<file path="config.mk">
export PLATFORM = sky130hd
export DESIGN_NAME = bcd_to_bin_seq
export DESIGN_NICKNAME = d
export VERILOG_FILES = /design/src/rtl/bcd_pkg.sv /design/src/rtl/bcd_digit_adjust.sv /design/src/rtl/bcd_to_bin_seq.sv
export SDC_FILE = /design/constraint.sdc
export NUM_CORES = 1
export LEC_CHECK = 0
export ABC_AREA = 1
export CAP_MARGIN = 10
export CORE_MARGIN = 2
export CORE_UTILIZATION = 25
export CTS_CLUSTER_DIAMETER = 30
export DETAILED_ROUTE_END_ITERATION = 16
export GPL_ROUTABILITY_DRIVEN = 0
export GPL_TIMING_DRIVEN = 1
export HOLD_SLACK_MARGIN = 0.12
export SYNTH_ARGS = -nofsm -noshare
export SYNTH_HDL_FRONTEND = slang
export SYNTH_SLANG_ARGS = --single-unit
export TNS_END_PERCENT = 20
</file>
<file path="constraint.sdc">
create_clock -name clk -period 3.2 [get_ports clk]
set_input_delay 0.32 -clock clk [delete_from_list [all_inputs] [get_ports clk]]
set_output_delay 0.32 -clock clk [all_outputs]
set_load 0.005 [all_outputs]
</file>
<file path="src/rtl/bcd_pkg.sv">
// rtl/bcd_pkg.sv - shared BCD digit constants and converter state encoding
package bcd_pkg;

  localparam int DIGIT_W = 4;

  // Reverse (BCD-to-binary) correction: digits >= 8 after a right shift lose 3
  localparam logic [DIGIT_W-1:0] BCD_ADJ_THRESH = 4'd8;
  localparam logic [DIGIT_W-1:0] BCD_ADJ_VAL    = 4'd3;

  // Forward (binary-to-BCD) correction used by the display path
  localparam logic [DIGIT_W-1:0] BCD_FWD_THRESH = 4'd5;
  localparam logic [DIGIT_W-1:0] BCD_FWD_VAL    = 4'd3;

  typedef enum logic [1:0] {
    ST_IDLE  = 2'd0,
    ST_SHIFT = 2'd1,
    ST_DONE  = 2'd2
  } state_t;

endpackage

</file>
<file path="src/rtl/bcd_digit_adjust.sv">
// rtl/bcd_digit_adjust.sv - single-digit reverse double-dabble correction
module bcd_digit_adjust
  import bcd_pkg::*;
(
  input  logic [DIGIT_W-1:0] i_digit,
  output logic [DIGIT_W-1:0] o_digit
);

  assign o_digit = (i_digit >= BCD_ADJ_THRESH) ? (i_digit - BCD_ADJ_VAL) : i_digit;

endmodule

</file>
<file path="src/rtl/bcd_to_bin_seq.sv">
// rtl/bcd_to_bin_seq.sv - sequential reverse double-dabble BCD-to-binary converter
// Optional macro BCD_CHECK_EN adds the bcd_err output flagging accepted digits above 9.
module bcd_to_bin_seq
  import bcd_pkg::*;
#(
  parameter int DIGITS = 4,
  parameter int BIN_W  = 14
) (
  input  logic                    clk,
  input  logic                    rst,
  input  logic                    in_valid,
  output logic                    in_ready,
  input  logic [DIGITS*4-1:0]     bcd_in,
  output logic                    out_valid,
  input  logic                    out_ready,
  output logic [BIN_W-1:0]        bin_out
`ifdef BCD_CHECK_EN
  ,
  output logic                    bcd_err
`endif
);

  localparam int BCD_W = DIGITS * DIGIT_W;
  localparam int CNT_W = $clog2(BIN_W + 1);

  state_t             r_state;
  logic [BCD_W-1:0]   r_bcd;
  logic [BIN_W-1:0]   r_bin;
  logic [CNT_W-1:0]   r_cnt;
  logic               r_in_ready;
  logic               r_out_valid;
  logic [BIN_W-1:0]   r_bin_out;

  logic [BCD_W+BIN_W-1:0] w_shift;
  logic [BCD_W-1:0]       w_bcd_sh;
  logic [BCD_W-1:0]       w_bcd_adj;
  logic [BIN_W-1:0]       w_bin_next;

  // One iteration: shift the joint register right, then correct each digit on its own
  assign w_shift    = {r_bcd, r_bin} >> 1;
  assign w_bcd_sh   = w_shift[BCD_W+BIN_W-1:BIN_W];
  assign w_bin_next = w_shift[BIN_W-1:0];

  for (genvar g = 0; g < DIGITS; g++) begin : g_adj
    bcd_digit_adjust u_adj (
      .i_digit (w_bcd_sh[g*DIGIT_W +: DIGIT_W]),
      .o_digit (w_bcd_adj[g*DIGIT_W +: DIGIT_W])
    );
  end

`ifdef BCD_CHECK_EN
  logic w_illegal;
  logic r_bcd_err;

  always_comb begin
    w_illegal = 1'b0;
    for (int k = 0; k < DIGITS; k++) begin
      if (bcd_in[k*DIGIT_W +: DIGIT_W] > 4'd9) w_illegal = 1'b1;
    end
  end

  always_ff @(posedge clk) begin
    if (rst) begin
      r_bcd_err <= 1'b0;
    end else if (r_state == ST_IDLE && in_valid) begin
      r_bcd_err <= w_illegal;
    end
  end

  assign bcd_err = r_bcd_err;
`endif

  always_ff @(posedge clk) begin
    if (rst) begin
      r_state     <= ST_IDLE;
      r_bcd       <= '0;
      r_bin       <= '0;
      r_cnt       <= '0;
      r_in_ready  <= 1'b1;
      r_out_valid <= 1'b0;
      r_bin_out   <= '0;
    end else begin
      case (r_state)
        ST_IDLE: begin
          if (in_valid) begin
            r_bcd      <= bcd_in;
            r_bin      <= '0;
            r_cnt      <= '0;
            r_in_ready <= 1'b0;
            r_state    <= ST_SHIFT;
          end
        end
        ST_SHIFT: begin
          r_bcd <= w_bcd_adj;
          r_bin <= w_bin_next;
          r_cnt <= r_cnt + CNT_W'(1);
          if (r_cnt == CNT_W'(BIN_W - 1)) begin
            r_bin_out   <= w_bin_next;
            r_out_valid <= 1'b1;
            r_state     <= ST_DONE;
          end
        end
        ST_DONE: begin
          // Consume edge returns to IDLE; a new accept is only possible on the next edge
          if (out_ready) begin
            r_out_valid <= 1'b0;
            r_in_ready  <= 1'b1;
            r_state     <= ST_IDLE;
          end
        end
        default: begin
          r_out_valid <= 1'b0;
          r_in_ready  <= 1'b1;
          r_state     <= ST_IDLE;
        end
      endcase
    end
  end

  assign in_ready  = r_in_ready;
  assign out_valid = r_out_valid;
  assign bin_out   = r_bin_out;

endmodule
</file>
==> results_dict.tcl <==
set metrics [dict create \
    intPower_uw 942.9 \
    yosysSeqAreaShare 0.4459 \
    grt_setup_unrepaired "false" \
    hp-class "register to register" \
    fp-row-count 34 \
    syn-cell-area_um2 2290 \
    drt_iter0_drc 111 \
    pin_count 36 \
    final_common_cell "nand2_1" \
    drc 0 \
    power_leakage_nw 1.024 \
    p_sw_uw 315.7 \
    die_w_um 99.70 \
    post-dp-hpwl_um 3758 \
    io_buffer_count 35 \
    synth_seq_cells 51 \
    drive_above_1_share 0.04373 \
    setup_viol 0 \
    dieHeight_um 99.70 \
    synthArstFlopShare 0 \
    cts_setup_buffers 0 \
    fmax_mhz 551.2 \
    antenna_found_initial 0 \
    critical_path_class "register to register" \
    worst_pin_slew_ns 0.7320 \
    firstDrtPassIters 4 \
    antenna_left 0 \
    cts_buffers 5 \
    synth.net_count 342 \
    htree_levels 2 \
    seq_power_share 0.540 \
    via_count 2046 \
    synth_edf_count 0 \
    setup_tns_ns 0 \
    cap_violations 0 \
    worstPathRequired_ns 3.45 \
    ys.flop_type "dfxtp_1" \
    area_growth_pct 21.53 \
    wl_um 5491 \
    cts_root_buffer "clkbuf_8" \
    grt_overflow 0 \
    outcome "completed" \
    clock_power_share 0.347 \
    peakVddDrop_v 0.0001744 \
    grt_pass1_vias 1991 \
    layout_common_cells "nand2_1 (113), dfxtp_1 (51), a21oi_1 (48)" \
    insertion_delay_ns 0.30 \
    slew_headroom 0.5102 \
    hold_viol_final 0 \
    cts_buffer_depth 2 \
    cts.sinks 51 \
    grt_pass1_wl_um 9294 \
    wl_per_cell_um 12.18 \
    combPwrFrac 0.113 \
    coreArea_um2 8806 \
    dp_slack_ns 1.188 \
    dieArea_um2 9940 \
    setup_ws_ns 1.386 \
    period_minus_slack_ns 1.814 \
    p_per_area_nw_per_um2 452.3 \
    start_kind "register" \
    clock-skew-final_ns 0.009507 \
    grt_max_degree 37 \
    yosys_warnings 0 \
    synth_cell_types 23 \
    crit_arrival_ns 2.06 \
    cp-end-kind "register" \
    drv_slew 0 \
    nets 371 \
    diodes 0 \
    path_clk_slew_ns 0.09 \
    post_cts_resized 0 \
    hold_buffers 0 \
    track_usage 0.1158 \
    initial_utilization 0.2600 \
    period_share 0.5669 \
    syn_area_per_cell_um2 7.292 \
    viasPerCell 4.537 \
    worst_hold_slack_ns 0.4657 \
    crit_fanout 27 \
    cts_tree "yes" \
    syn_inst 314 \
    swShare 0.2508 \
]
==> cells by family after synthesis <==
| logic type | after synthesis | synth area share |
|---|---|---|
| AOI/OAI and AO/OA | 72 | 0.1656 |
| adders and majority gates | 8 | 0.04372 |
| buffers and inverters | 38 | 0.08633 |
| DFF | 51 | 0.4459 |
| and+or+nand+nor | 145 | 0.2585 |
==> worst paths after layout <==
| check | to | start | slack (ns) | cells past startpoint |
|---|---|---|---|---|
| setup / recovery | r_bcd[0]$_SDFFE_PP0P_ | r_state[0]$_SDFFE_PP0P_ | 1.39 | 6 |
| setup reg to reg | r_bcd[0]$_SDFFE_PP0P_ | r_state[0]$_SDFFE_PP0P_ | 1.39 | 6 |
| hold / removal | r_bin[1]$_SDFFE_PP0P_ | r_bin[1]$_SDFFE_PP0P_ | 0.47 | 2 |
| hold reg to reg | r_bin[1]$_SDFFE_PP0P_ | r_bin[1]$_SDFFE_PP0P_ | 0.47 | 2 |
==> power groups by stage <==
| stage | clock [mW] | sequential, mW | combinational, mW |
|---|---|---|---|
| finish | 0.437 | 0.679 | 0.143 |
| CTS | 0.453 | 0.679 | 0.144 |
| global route | 0.478 | 0.683 | 0.162 |
| floorplan | 0 | 0.684 | 0.104 |
| detailed placement | 0 | 0.694 | 0.143 |
| global placement | 0 | 0.693 | 0.141 |
==> flip-flops by register name, summed over array words and instances, names as in the netlist <==
signal,cells
r_bcd,16
bin_out,14
r_bin,13
in_ready,1
r_cnt,4
r_state,2
out_valid,1
==> area by class of cell <==
type / instances / area [µm²]
sequential: 51 / 1021
multi-input combinational: 225 / 1071
fill: 958 / 6023
clock buffer: 6 / 72.57
clock inverter: 1 / 30.03
tap: 108 / 135.1
timing repair buffer: 36 / 357.8
inverter: 24 / 95.09
==> metal layers <==
layer / part of all wire / track usage / vias up
li1: - / - / 1052
met1: 0.47 / 0.1480 / 958
met2: 0.48 / 0.1923 / 31
met3: 0.042 / 0.02600 / 5
met4: 0.012 / 0.04004 / 0
met5: 0 / 0 / -
==> synthesized netlist by cell type (3+ instances only) <==
cell type  count  area [µm²]
a21oi_1       48       240.2
buf_4          5       37.54
buf_6          4       45.04
clkbuf_1       3       11.26
dfxtp_1       51        1021
ha_1           8       100.1
inv_1         20       75.07
nand2_1      113       424.2
nand3_1       14       70.07
nor2_1        12       45.04
o21ai_0       19       95.09
==> critical path: stages (launching register included) <==
cell	delay, ns
dfxtp_1	0.64
inv_2	0.14
nor2_4	0.51
nand3_1	0.22
nand3_1	0.14
nand2_1	0.05
inv_1	0.06
==> stage by stage <==
step | utilization | total power, mW | cells | cell area [µm²]
CTS | 0.3160 | 1.276 | 451 | 2783
global route | 0.3160 | 1.323 | 451 | 2783
global placement | 0.3043 | 0.8338 | 444 | 2680
finish | 0.3160 | 1.259 | 451 | 2783
floorplan | - | 0.7881 | 314 | 2290
detailed placement | 0.3043 | 0.8367 | 444 | 2680
No activity file was read; power rests on OpenSTA's default activity.
